<file path="config.mk">
export PLATFORM = sky130hd
export DESIGN_NAME = can_rx_frame_sequencer_flat
export DESIGN_NICKNAME = d
export VERILOG_FILES = /design/src/rtl/can_rx_frame_sequencer_if.sv /design/src/rtl/can_rx_frame_sequencer.sv /design/src/flat_wrapper.sv
export SDC_FILE = /design/constraint.sdc
export NUM_CORES = 1
export LEC_CHECK = 0
export CAP_MARGIN = 20
export CORE_ASPECT_RATIO = 0.5
export CORE_MARGIN = 3
export CORE_UTILIZATION = 30
export DETAILED_ROUTE_END_ITERATION = 7
export GPL_TIMING_DRIVEN = 0
export SLEW_MARGIN = 20
export SYNTH_ARGS = -nofsm -noshare
export SYNTH_HDL_FRONTEND = slang
export SYNTH_SLANG_ARGS = --single-unit
export TNS_END_PERCENT = 100
</file>
<file path="constraint.sdc">
create_clock -name clk -period 3.3 [get_ports clk]
set_clock_uncertainty 0.15 [all_clocks]
set_input_delay 0.495 -clock clk [delete_from_list [all_inputs] [get_ports clk]]
set_output_delay 0.495 -clock clk [all_outputs]
set_load 0.02 [all_outputs]
</file>
<file path="src/rtl/can_rx_frame_sequencer_if.sv">
// Bit-level receive bus between the bit-timing unit and the CAN receive frame sequencer,
// plus the sequencer's CRC-control and decoded-field outputs.
interface can_rx_frame_sequencer_if;
  logic        bitstrobe;
  logic        CANRX;
  logic        abort;
  logic        SOF;
  logic        bitstuff;
  logic        endCRC;
  logic        stopCRC;
  logic [3:0]  pkt_size;
  logic [28:0] rx_id;
  logic        ide;
  logic        rtr;
  logic        stuff_err;
  logic        frame_active;

  modport master (
    output bitstrobe, CANRX, abort,
    input  SOF, bitstuff, endCRC, stopCRC, pkt_size, rx_id, ide, rtr, stuff_err, frame_active
  );

  modport slave (
    input  bitstrobe, CANRX, abort,
    output SOF, bitstuff, endCRC, stopCRC, pkt_size, rx_id, ide, rtr, stuff_err, frame_active
  );
endinterface

</file>
<file path="src/rtl/can_rx_frame_sequencer.sv">
// Receive-side CAN frame sequencer: follows the bit position in std/ext data frames,
// destuffs the bus, extracts ID/IDE/RTR/DLC and steers the receive CRC checker.
module can_rx_frame_sequencer (
  input logic                     clk,
  input logic                     nRST,
  can_rx_frame_sequencer_if.slave bus
);
  // state     | meaning                 state    | meaning
  // WAIT_IDLE | wait for 11 recessive   RTR_X    | ext-frame RTR bit
  // IDLE      | wait for SOF            R1, R0   | reserved bits
  // ID_A      | 11 base ID bits         DLC      | 4 length bits
  // BIT12     | SRR or RTR (held)       DATA     | data bits
  // IDE_BIT   | IDE bit                 CRC      | 15 CRC bits
  // ID_B      | 18 ext ID bits          CRC_END  | wait for CRC delimiter
  // EOF_WAIT  | ACK, ACK delim, 7 EOF
  typedef enum logic [3:0] {
    WAIT_IDLE, IDLE, ID_A, BIT12, IDE_BIT, ID_B, RTR_X,
    R1, R0, DLC, DATA, CRC, CRC_END, EOF_WAIT
  } state_t;

  localparam logic [5:0] IDLE_BITS_M1 = 6'd10;

  state_t      state, state_n;
  logic [5:0]  cnt, cnt_n;
  logic [2:0]  run, run_n;
  logic        last_bit, last_bit_n;
  logic        held, held_n;
  logic [2:0]  dlc_sh, dlc_sh_n;
  logic        sof_q, sof_n;
  logic        stop_q, stop_n;
  logic        stuff_q, stuff_n;
  logic        endcrc_q, endcrc_n;
  logic        serr_q, serr_n;
  logic        active_q, active_n;
  logic        ide_q, ide_n;
  logic        rtr_q, rtr_n;
  logic [3:0]  pkt_q, pkt_n;
  logic [28:0] id_q, id_n;
  logic [3:0]  dlc_full, dlc_clamp;
  logic [6:0]  data_bits;
  logic        stuffing;

  always_ff @(posedge clk or negedge nRST) begin
    if (!nRST) begin
      state    <= WAIT_IDLE;
      cnt      <= IDLE_BITS_M1;
      run      <= '0;
      last_bit <= 1'b1;
      held     <= 1'b0;
      dlc_sh   <= '0;
      sof_q    <= 1'b0;
      stop_q   <= 1'b0;
      stuff_q  <= 1'b0;
      endcrc_q <= 1'b0;
      serr_q   <= 1'b0;
      active_q <= 1'b0;
      ide_q    <= 1'b0;
      rtr_q    <= 1'b0;
      pkt_q    <= '0;
      id_q     <= '0;
    end else begin
      state    <= state_n;
      cnt      <= cnt_n;
      run      <= run_n;
      last_bit <= last_bit_n;
      held     <= held_n;
      dlc_sh   <= dlc_sh_n;
      sof_q    <= sof_n;
      stop_q   <= stop_n;
      stuff_q  <= stuff_n;
      endcrc_q <= endcrc_n;
      serr_q   <= serr_n;
      active_q <= active_n;
      ide_q    <= ide_n;
      rtr_q    <= rtr_n;
      pkt_q    <= pkt_n;
      id_q     <= id_n;
    end
  end

  always_comb begin
    state_n    = state;
    cnt_n      = cnt;
    run_n      = run;
    last_bit_n = last_bit;
    held_n     = held;
    dlc_sh_n   = dlc_sh;
    sof_n      = 1'b0;
    stop_n     = 1'b0;
    stuff_n    = stuff_q;
    endcrc_n   = endcrc_q;
    serr_n     = serr_q;
    active_n   = active_q;
    ide_n      = ide_q;
    rtr_n      = rtr_q;
    pkt_n      = pkt_q;
    id_n       = id_q;
    dlc_full   = {dlc_sh, bus.CANRX};
    dlc_clamp  = (dlc_full > 4'd8) ? 4'd8 : dlc_full;
    data_bits  = rtr_q ? 7'd0 : {dlc_clamp, 3'b000};
    stuffing   = (state inside {ID_A, BIT12, IDE_BIT, ID_B, RTR_X, R1, R0, DLC, DATA, CRC});

    if (bus.abort && (state != WAIT_IDLE) && (state != IDLE)) begin
      stop_n   = 1'b1;
      state_n  = WAIT_IDLE;
      cnt_n    = IDLE_BITS_M1;
      stuff_n  = 1'b0;
      endcrc_n = 1'b0;
      active_n = 1'b0;
    end else if (bus.bitstrobe) begin
      if (stuff_q) begin
        // stuff bit: must differ from the run it breaks; field position is frozen
        stuff_n = 1'b0;
        if (bus.CANRX == last_bit) begin
          serr_n   = 1'b1;
          stop_n   = 1'b1;
          active_n = 1'b0;
          endcrc_n = 1'b0;
          state_n  = WAIT_IDLE;
          cnt_n    = IDLE_BITS_M1;
        end else begin
          run_n      = 3'd1;
          last_bit_n = bus.CANRX;
        end
      end else begin
        if (stuffing) begin
          run_n      = (bus.CANRX == last_bit) ? run + 3'd1 : 3'd1;
          last_bit_n = bus.CANRX;
          if (run_n == 3'd5) stuff_n = 1'b1;
        end
        unique case (state)
          WAIT_IDLE: begin
            if (!bus.CANRX)       cnt_n = IDLE_BITS_M1;
            else if (cnt == 6'd0) state_n = IDLE;
            else                  cnt_n = cnt - 6'd1;
          end
          IDLE: begin
            if (!bus.CANRX) begin
              sof_n      = 1'b1;
              id_n       = '0;
              ide_n      = 1'b0;
              rtr_n      = 1'b0;
              pkt_n      = '0;
              serr_n     = 1'b0;
              active_n   = 1'b1;
              run_n      = 3'd1;
              last_bit_n = 1'b0;
              state_n    = ID_A;
              cnt_n      = 6'd10;
            end
          end
          ID_A: begin
            id_n = {id_q[27:0], bus.CANRX};
            if (cnt == 6'd0) state_n = BIT12;
            else             cnt_n = cnt - 6'd1;
          end
          BIT12: begin
            held_n  = bus.CANRX;
            state_n = IDE_BIT;
          end
          IDE_BIT: begin
            ide_n = bus.CANRX;
            if (bus.CANRX) begin
              state_n = ID_B;
              cnt_n   = 6'd17;
            end else begin
              rtr_n   = held;
              state_n = R0;
            end
          end
          ID_B: begin
            id_n = {id_q[27:0], bus.CANRX};
            if (cnt == 6'd0) state_n = RTR_X;
            else             cnt_n = cnt - 6'd1;
          end
          RTR_X: begin
            rtr_n   = bus.CANRX;
            state_n = R1;
          end
          R1: state_n = R0;
          R0: begin
            state_n = DLC;
            cnt_n   = 6'd3;
          end
          DLC: begin
            dlc_sh_n = dlc_full[2:0];
            if (cnt == 6'd0) begin
              pkt_n = dlc_clamp;
              if (data_bits == 7'd0) begin
                state_n = CRC;
                cnt_n   = 6'd14;
              end else begin
                state_n = DATA;
                cnt_n   = 6'(data_bits - 7'd1);
              end
            end else begin
              cnt_n = cnt - 6'd1;
            end
          end
          DATA: begin
            if (cnt == 6'd0) begin
              state_n = CRC;
              cnt_n   = 6'd14;
            end else begin
              cnt_n = cnt - 6'd1;
            end
          end
          CRC: begin
            if (cnt == 6'd0) begin
              state_n  = CRC_END;
              endcrc_n = 1'b1;
            end else begin
              cnt_n = cnt - 6'd1;
            end
          end
          CRC_END: begin
            endcrc_n = 1'b0;
            state_n  = EOF_WAIT;
            cnt_n    = 6'd8;
          end
          EOF_WAIT: begin
            if (cnt == 6'd0) begin
              state_n  = IDLE;
              active_n = 1'b0;
            end else begin
              cnt_n = cnt - 6'd1;
            end
          end
          default: state_n = WAIT_IDLE;
        endcase
      end
    end
  end

  assign bus.SOF          = sof_q;
  assign bus.stopCRC      = stop_q;
  assign bus.bitstuff     = stuff_q;
  assign bus.endCRC       = endcrc_q;
  assign bus.stuff_err    = serr_q;
  assign bus.frame_active = active_q;
  assign bus.ide          = ide_q;
  assign bus.rtr          = rtr_q;
  assign bus.pkt_size     = pkt_q;
  assign bus.rx_id        = id_q;
endmodule

</file>
<file path="src/flat_wrapper.sv">
// flat-port wrapper written by rule: the top's interface ports become plain ports
module can_rx_frame_sequencer_flat 
  (clk, nRST, bus_bitstrobe, bus_CANRX, bus_abort, bus_SOF, bus_bitstuff, bus_endCRC, bus_stopCRC, bus_pkt_size, bus_rx_id, bus_ide, bus_rtr, bus_stuff_err, bus_frame_active);
  can_rx_frame_sequencer_if bus_i ();
  input logic clk;
  input logic nRST;
  input wire logic [$bits(bus_i.bitstrobe)-1:0] bus_bitstrobe;
  input wire logic [$bits(bus_i.CANRX)-1:0] bus_CANRX;
  input wire logic [$bits(bus_i.abort)-1:0] bus_abort;
  output wire logic [$bits(bus_i.SOF)-1:0] bus_SOF;
  output wire logic [$bits(bus_i.bitstuff)-1:0] bus_bitstuff;
  output wire logic [$bits(bus_i.endCRC)-1:0] bus_endCRC;
  output wire logic [$bits(bus_i.stopCRC)-1:0] bus_stopCRC;
  output wire logic [$bits(bus_i.pkt_size)-1:0] bus_pkt_size;
  output wire logic [$bits(bus_i.rx_id)-1:0] bus_rx_id;
  output wire logic [$bits(bus_i.ide)-1:0] bus_ide;
  output wire logic [$bits(bus_i.rtr)-1:0] bus_rtr;
  output wire logic [$bits(bus_i.stuff_err)-1:0] bus_stuff_err;
  output wire logic [$bits(bus_i.frame_active)-1:0] bus_frame_active;
  assign bus_i.bitstrobe = bus_bitstrobe;
  assign bus_i.CANRX = bus_CANRX;
  assign bus_i.abort = bus_abort;
  assign bus_SOF = bus_i.SOF;
  assign bus_bitstuff = bus_i.bitstuff;
  assign bus_endCRC = bus_i.endCRC;
  assign bus_stopCRC = bus_i.stopCRC;
  assign bus_pkt_size = bus_i.pkt_size;
  assign bus_rx_id = bus_i.rx_id;
  assign bus_ide = bus_i.ide;
  assign bus_rtr = bus_i.rtr;
  assign bus_stuff_err = bus_i.stuff_err;
  assign bus_frame_active = bus_i.frame_active;
  can_rx_frame_sequencer u_core (.clk(clk), .nRST(nRST), .bus(bus_i));
endmodule
</file>
== After elaboration in Yosys (flattened, before gate mapping) ==
Cells that the tools add are included.
Widths: inputs -> output; s select.

* Output and inout bits: 41
* Bits in registers: 59
* Input port bits: 5
* Logic and storage cells: 162

* Add/subtract/negate cells: 3
* Magnitude comparators: 1
* Muxes and demuxes: 78
* Reductions and logical operators: 30
* Bitwise gates (word level): 2
* Equal/unequal tests: 32

{| class="wikitable"
|+ Operators with widths
! operator !! number
|-
| $mux 6 || 11
|-
| $mux 4 || 16
|-
| $pmux 29 s2 || 1
|-
| $pmux 4 s14 || 1
|-
| $pmux 6 s8 || 1
|-
| $mux 1 || 35
|-
| $mux 29 || 1
|-
| $reduce_and 5->1 || 5
|-
| $eq 4x4->1 const B || 6
|-
| $ne 4x3->1 const B || 6
|-
| $reduce_bool 10->1 || 2
|-
| $mux 3 || 6
|-
| $eq 4x3->1 const B || 4
|-
| $reduce_and 4->1 || 3
|-
| $reduce_and 6->1 || 2
|-
| $reduce_bool 4->1 || 3
|-
| $sub 6x1->6 const B || 2
|-
| $ne 2x2->1 const B || 5
|-
| $reduce_bool 2->1 || 5
|-
| $reduce_and 9->1 || 1
|-
| $eq 4x2->1 const B || 2
|-
| $ne 4x1->1 const B || 2
|-
| $ne 4x2->1 const B || 2
|-
| $pmux 4 s2 || 1
|-
| other kinds (19) || 23
|}

== Longest topological paths before layout ==
Gate-level depths: netlist of run 1.

* Depth after elaboration: 10
* Gate-level depth with buffers: 12
* Mapped depth without buffers: 11

== Least setup slack after synthesis of run 1 ==
No wires, ideal clock.

* Path kind: register to register
* Start point: register u_core.cnt[4]
* End point: register u_core.cnt[0]
* Required time: 3083 ps
* Path slack: 882 ps
* Stages on the path, launching flop included: 12
* Path buffers: 2
* Data arrival time: 2201 ps
* Library setup time: 67 ps
* Clock period less this slack: 2418 ps
* Cell sequence: dfrtp_1 or3_1 buf_2 nor2_4 inv_2 buf_6 ha_1 and2_1 o21ai_0 a21oi_1 o22ai_1 a32o_1

* Longest elaborated chain between the ends: 7
* Elaborated cells between the ends (all ways): 9
* Those cells by class: 8 x mux; 1 x reduce/logical

{| class="wikitable"
|+ RTL lines
! what !! line !! text
|-
| start, declared || can_rx_frame_sequencer.sv:24 || <nowiki>logic [5:0] cnt, cnt_n;</nowiki>
|-
| start signal, assigned || can_rx_frame_sequencer.sv:63 || <nowiki>cnt <= cnt_n;</nowiki>
|-
| $logic_not 6->1 (*) || n/a ||
|-
| $mux 6 (2 in series) || n/a ||
|-
| $pmux 6 s8 (*) || can_rx_frame_sequencer.sv:131 || <nowiki>unique case (state)</nowiki>
|-
| $mux 6 (*) || can_rx_frame_sequencer.sv:111 || <nowiki>if (stuff_q) begin</nowiki>
|-
| $mux 6 (*) || can_rx_frame_sequencer.sv:110 || <nowiki>end else if (bus.bitstrobe) begin</nowiki>
|-
| $mux 6 (*) || can_rx_frame_sequencer.sv:103 || <nowiki>if (bus.abort && (state != WAIT_IDLE) && (state != IDLE)) begin</nowiki>
|}

Every way passes the cells marked *; elsewhere a longest branch is shown, timed or not. The select of a mux whose other input is x is not followed.
A chain may end at the register's enable or synchronous reset.

== Final worst setup path of run 1 ==
* Start point: register u_core.cnt[0]
* End point: register u_core.cnt[0]

* Longest elaborated chain between the ends: 7
* Elaborated cells between the ends (all ways): 10
* Those cells by class: 1 x add/sub; 8 x mux; 1 x reduce/logical

{| class="wikitable"
|+ RTL lines
! what !! line !! text
|-
| $sub 6x1->6 / $logic_not 6->1 (equally long branches) || n/a ||
|-
| $mux 6 || n/a ||
|-
| $mux 6 || can_rx_frame_sequencer.sv:133 || <nowiki>if (!bus.CANRX) cnt_n = IDLE_BITS_M1;</nowiki>
|-
| $pmux 6 s8 (*) || can_rx_frame_sequencer.sv:131 ||
|-
| $mux 6 (*) || can_rx_frame_sequencer.sv:111 ||
|-
| $mux 6 (*) || can_rx_frame_sequencer.sv:110 ||
|-
| $mux 6 (*) || can_rx_frame_sequencer.sv:103 ||
|}

Marked as above.

==> flow_summary.json, run 1 <==
{
  "grt_overflow": 0,
  "setup_viol": 0,
  "rsz0062_at_grt": "no",
  "min_period_ns": 2.82,
  "pre_cts_ws_ns": 0.389,
  "start_util_pct": 32.0,
  "synth_top_area_cell": "dfrtp_1",
  "post_cts.repair.setup_buffers": 0,
  "synth.area.top_cells": "dfrtp_1 (41%), a22o_1 (8.2%), a21oi_1 (2.9%)",
  "dieWidth_microns": 157,
  "coreArea_sq_mm": 0.0106,
  "hold_start": "u_core.bus.pkt_size[0]$_DFFE_PN0P_",
  "drv_cap": 0,
  "ys_seq_area_share_pct": 43.5,
  "grt_first_pass_wirelength_microns": 15500,
  "p_sw_w": 0.00155,
  "p_sw_share_pct": 41.8,
  "port_buffers": 44,
  "synth_edf_count": 0,
  "firstDrtPassIters": 4,
  "period_share_pct": 85.5,
  "ys_ff_latch": 59,
  "cts_htree_levels": 3,
  "r2r-end": "u_core.cnt[0]$_DFFE_PN0P_",
  "clockPowerShare_pct": 25.4,
  "dr.first_iter.drc_count": 284,
  "clock_tree.root_cell": "clkbuf_16",
  "die_area_sq_mm": 0.0127,
  "wl_microns": 9680,
  "worst-path-buf-inv": 3,
  "yosysWarnings": 0,
  "numCtsBuffers": 9,
  "drc": 0,
  "hp-class": "reg -> reg",
  "required_ns": 3.42,
  "gp_congestion": 0.912,
  "worstMarginPinSlew_ns": 0.743,
  "path_max_fanout": 10,
  "p_per_area_mw_per_mm2": 850,
  "grt_usage_pct": 15.6,
  "fmax_mhz": 354,
  "antenna_found_initial": 0,
  "wire_per_inst_microns": 17.5,
  "timing_max_transition_violations_final": 0,
  "async_flop_share_pct": 100,
  "diodes": 0,
  "setup.worst_path.start": "u_core.cnt[0]$_DFFE_PN0P_",
  "worstHoldPathCells": 1,
  "fp.dieH_microns": 81.3,
  "r2r-start": "u_core.cnt[0]$_DFFE_PN0P_",
  "final_cells": 553,
  "area_growth_pct": 28.0,
  "syn_inst": 351,
  "grt_pass1_vias": 2872,
  "cellLeakagePower_nw": 1.83,
  "syn-mean-instance-area_sq_um": 9.70,
  "hpwl_microns": 6880,
  "status": "finished clean",
  "grt_max_degree": 43,
  "r2r_slack_ns": 0.48,
  "critPathTopFamily": "simple AND/OR/NAND/NOR gates",
  "postRouteAntennaNets": 0,
  "synthFlopType": "dfrtp_1",
  "synth_area_sq_mm": 0.00341,
  "crit_top_cell": "ha_1",
  "syn_nets": 360,
  "worstPathCellList": "inv_1 -> ha_1 -> nand2b_1 -> nor2_4 -> inv_2 -> buf_6 -> ha_1 -> and2_1 -> o21ai_0 -> a21oi_1 -> o22ai_1 -> a32o_1",
  "clock_latency_ns": 0.33,
  "finalPower_w": 0.00371,
  "worst_setup_path_end_kind": "flop",
  "cts-hold-fix-buffers": 1,
  "start_kind": "flop",
  "drive_gt1_share_pct": 13.8,
  "synth_top_area_share_pct": 41.1,
  "cts_tree": "done",
  "p_seq_share_pct": 27.6,
  "clk_pin_slew_worst_paths_ns": 0.05,
  "viasPerCell": 5.57,
  "io_pins": 46,
  "cts_max_path_buffers": 2,
  "min_to": "u_core.bus.pkt_size[0]$_DFFE_PN0P_",
  "crit_path_top_delay_cell": "dfrtp_1",
  "finalHoldViolCount": 0,
  "rr_worst_depth": 12,
  "cp_data_arrival_time_ns": 2.94,
  "crit_type": "reg -> reg",
  "setup_slack_ns": 0.478,
  "hold_slack_ns": 0.345,
  "cts_resized": 0,
  "core.rowCount": 26,
  "p_comb_share_pct": 47.0,
  "p_int_w": 0.00216,
  "vdd_drop_max_mv": 0.233,
  "clkSinkCount": 59,
  "most-common-layout-cells": "dfrtp_1 (56), clkdlybuf4s50_1 (43), a22o_1 (32), nand2_1 (26), nor2_1 (22)",
  "via_count": 3081,
  "crit_path_max_incr_delay_ns": 0.41,
  "synth.distinct_cells": 70,
  "nNetsFinal": 417,
  "placedCellCount": 536,
  "slew_headroom_pct": 50.3,
  "final_common_cell": "dfrtp_1"
}
[power by group through the flow]
stage	clock, W	combinational (W)	sequential (W)
global placement	0	0.00170	0.00103
finish	0.000942	0.00174	0.00102
CTS	0.000961	0.00172	0.00102
floorplan	0	0.00116	0.00107
detailed placement	0	0.00171	0.00103
global route	0.00100	0.00189	0.00105
[cell families after synthesis]
family	count (synthesis)	synth area share, %
AOI/OAI and AO/OA	133	29.5
DFF	59	43.5
muxes	10	3.20
and+or+nand+nor	99	15.7
adders and majority gates	4	1.47
buffers and inverters	42	5.66
xor gates and xnor gates	4	1.03
[state kept, by name, summed over array words and instances (netlist names), 3 cells and up]
signal	flops
u_core.bus.pkt_size	4
u_core.bus.rx_id	29
u_core.cnt	6
u_core.dlc_sh	3
u_core.run	3
u_core.state	4
[worst max path at each step]
stage                                 to  slack, ns  cells after the start
2_1_floorplan  u_core.cnt[0]$_DFFE_PN0P_       0.88                     11
3_3_place_gp   u_core.cnt[5]$_DFFE_PN0P_      -0.33                      1
4_1_cts        u_core.cnt[0]$_DFFE_PN0P_       0.51                     12
3_5_place_dp   u_core.cnt[1]$_DFFE_PN1P_       0.39                      6
6_report       u_core.cnt[0]$_DFFE_PN0P_       0.48                     12
5_1_grt        u_core.cnt[0]$_DFFE_PN0P_       0.33                     12
[cell usage after synthesis (all sizes together), types with 4 or more instances]
cell type	number
nor2b	5
nor4	5
inv	15
o211ai	9
mux2	7
buf	19
o21a	4
nand3	5
a21oi	20
nand2b	6
o22ai	4
nand2	26
nor3	10
o21ai	22
a32o	4
ha	4
nor2	23
a22o	32
dfrtp	56
clkbuf	7
a31oi	6
[routing by layer]
metal | wire, microns | track usage (%) | share of wire, % | up-vias
met1 | 4730 | 21.9 | 49 | 1527
li1 | - | - | - | 1447
met2 | 4210 | 23.6 | 43 | 91
met5 | 0 | 0 | 0 | -
met3 | 585 | 4.26 | 6.0 | 16
met4 | 153 | 4.63 | 1.6 | 0
[layout make-up]
class                   instances  area [sq um]
fillers                      1033          6280
multi-input cells             250          1730
flip-flops and latches         59          1480
repair buffers                 46           475
clock buffers                   9           225
well taps                     140           175
plain buffers                  26           133
clock inverters                 7          77.6
inverters                      16          60.1
[metrics by stage]
step           util, %  cell area, sq um  setup TNS [ns]
5_1_grt           41.0              4360               0
3_5_place_dp      38.0              4050               0
4_1_cts           41.0              4360               0
2_1_floorplan        -              3410               0
3_3_place_gp      37.8              4020          -18.08
6_report          41.0              4360               0
Note: power is estimated with default switching activity, not from simulation.
==> inputs of run 2 (changes only) <==
CORE_MARGIN = unset   (was 3)
==> flow_summary.json, run 2 (synthesis results as in run 1) <==
{
  "status": "complete, but fails checks",
  "violations": "design-rule violations",
  "worstMarginPinSlew_ns": 0.710,
  "numCtsBuffers": 9,
  "firstDrtPassIters": 7,
  "cp_data_arrival_time_ns": 2.93,
  "antenna_found_initial": 0,
  "setup_viol": 0,
  "p_sw_w": 0.00156,
  "required_ns": 3.43,
  "path_max_fanout": 10,
  "via_count": 3040,
  "p_seq_share_pct": 27.7,
  "start_kind": "flop",
  "crit_path_max_incr_delay_ns": 0.42,
  "dieWidth_microns": 153,
  "p_comb_share_pct": 46.6,
  "cellLeakagePower_nw": 1.83,
  "drv_cap": 0,
  "largest_reg_flops": 29,
  "dr_wl_met2_microns": 4070,
  "final_common_cell": "dfrtp_1",
  "tns_ns": 0,
  "post_cts.repair.setup_buffers": 0,
  "crit_type": "reg -> reg",
  "final_cells": 558,
  "vdd_drop_max_mv": 0.324,
  "nNetsFinal": 417,
  "top_layer": "met4",
  "fmax_mhz": 357,
  "p_sw_share_pct": 41.9,
  "clock_latency_ns": 0.34,
  "placedCellCount": 541,
  "min_period_ns": 2.80,
  "viasPerCell": 5.45,
  "core.rowCount": 27,
  "grt_max_degree": 56,
  "clock_tree.root_cell": "clkbuf_16",
  "diodes": 0,
  "drive_gt1_share_pct": 13.8,
  "cts_htree_levels": 3,
  "wl_microns": 9530,
  "worstHoldPathCells": 1,
  "grt_overflow": 0,
  "clkSinkCount": 59,
  "cts_max_path_buffers": 2,
  "die_area_sq_mm": 0.0118,
  "clockPowerShare_pct": 25.7,
  "p_per_area_mw_per_mm2": 851,
  "area_growth_pct": 28.1,
  "port_buffers": 44,
  "hp-class": "reg -> reg",
  "rr_worst_depth": 12,
  "crit_top_cell": "ha_1",
  "period_share_pct": 85.0,
  "grt_usage_pct": 17.0,
  "worst_setup_path_end_kind": "flop",
  "drc": 4,
  "timing_max_transition_violations_final": 0,
  "fp.dieH_microns": 77.3,
  "grt_first_pass_wirelength_microns": 15700,
  "start_util_pct": 30.9,
  "drt-met1-wl_microns": 4750,
  "postRouteAntennaNets": 0,
  "worstPathCellList": "inv_1 -> ha_1 -> nand2b_1 -> nor2_4 -> inv_2 -> buf_6 -> ha_1 -> and2_1 -> o21ai_0 -> a21oi_1 -> o22ai_1 -> a32o_1",
  "coreArea_sq_mm": 0.0110,
  "finalHoldViolCount": 0,
  "rsz0062_at_grt": "no",
  "hold_slack_ns": 0.339,
  "cts_tree": "done",
  "grt_pass1_vias": 2921,
  "gp_congestion": 0.912,
  "p_int_w": 0.00216,
  "clk_pin_slew_worst_paths_ns": 0.06,
  "crit_path_top_delay_cell": "dfrtp_1",
  "most-common-layout-cells": "dfrtp_1 (56), clkdlybuf4s50_1 (43), a22o_1 (32), nand2_1 (26), nor2_1 (22)",
  "dr.first_iter.drc_count": 229,
  "hpwl_microns": 6700,
  "dr_wl_met3_microns": 555,
  "wire_per_inst_microns": 17.1,
  "io_pins": 46,
  "slew_headroom_pct": 52.5
}
-- run 2: changes by cell type in the layout (fill, tap and decap cells not counted), sizes merged --
cell      delta
clkinv       -1
clkinvlp     +1
-- run 2: timing repair --
item / 4_1_cts / 5_1_grt
hold buffers: 1 / 0
resized for setup: 0 / 0
endpoints found under the hold margin: 4 / 0
-- run 2: cell type report --
cell class                 count  area (sq um)
buffer                        26           133
clock buffer                   9           225
inverter                      16          60.1
clock inverter                 7          76.3
multi-input combinational    250          1730
sequential                    59          1480
timing repair buffer          46           475
tap                          145           181
fill                        1106          6650
-- run 2: worst paths after layout --
path	startpoint	slack, ns	to
setup / recovery	u_core.cnt[0]$_DFFE_PN0P_	0.50	u_core.cnt[0]$_DFFE_PN0P_
hold / removal	u_core.bus.pkt_size[0]$_DFFE_PN0P_	0.34	u_core.bus.pkt_size[0]$_DFFE_PN0P_
setup reg to reg	u_core.cnt[0]$_DFFE_PN0P_	0.50	u_core.cnt[0]$_DFFE_PN0P_
hold reg to reg	u_core.bus.pkt_size[0]$_DFFE_PN0P_	0.34	u_core.bus.pkt_size[0]$_DFFE_PN0P_
max in group asynchronous	nRST	2.11	u_core.cnt[1]$_DFFE_PN1P_
min in group asynchronous	nRST	0.35	u_core.bus.rx_id[4]$_DFFE_PN0P_
-- run 2: layer usage --
metal / track usage, % / vias up
li1: - / 1442
met2: 26.0 / 86
met4: 6.77 / 0
met5: 0 / -
met1: 23.4 / 1497
met3: 3.63 / 15
-- run 2: power by group through the flow --
stage / Sequential [W] / Clock, W / Combinational, W
final: 0.00103 / 0.000955 / 0.00173
after CTS: 0.00103 / 0.000972 / 0.00171
after detailed placement: 0.00104 / 0 / 0.00169
after floorplan: 0.00107 / 0 / 0.00116
after global placement: 0.00103 / 0 / 0.00169
after global routing: 0.00105 / 0.00100 / 0.00188
-- run 2: metrics by stage --
stage / setup WS [ns] / cell area (sq um) / total power [W] / util (%)
2_1_floorplan: 0.882 / 3410 / 0.00223 / -
3_3_place_gp: -0.312 / 4030 / 0.00272 / 36.6
3_5_place_dp: 0.403 / 4050 / 0.00273 / 36.8
4_1_cts: 0.513 / 4360 / 0.00371 / 39.6
5_1_grt: 0.317 / 4360 / 0.00394 / 39.6
6_report: 0.496 / 4360 / 0.00371 / 39.6
-- run 2: critical path, delay by kind of cell, from the launching register on --
family	cells	cell delay [ns]
AOI/OAI and AO/OA	4	0.63
and+or+nand+nor	3	0.68
buffers and inverters	3	0.35
DFF	1	0.42
adders and majority gates	2	0.51
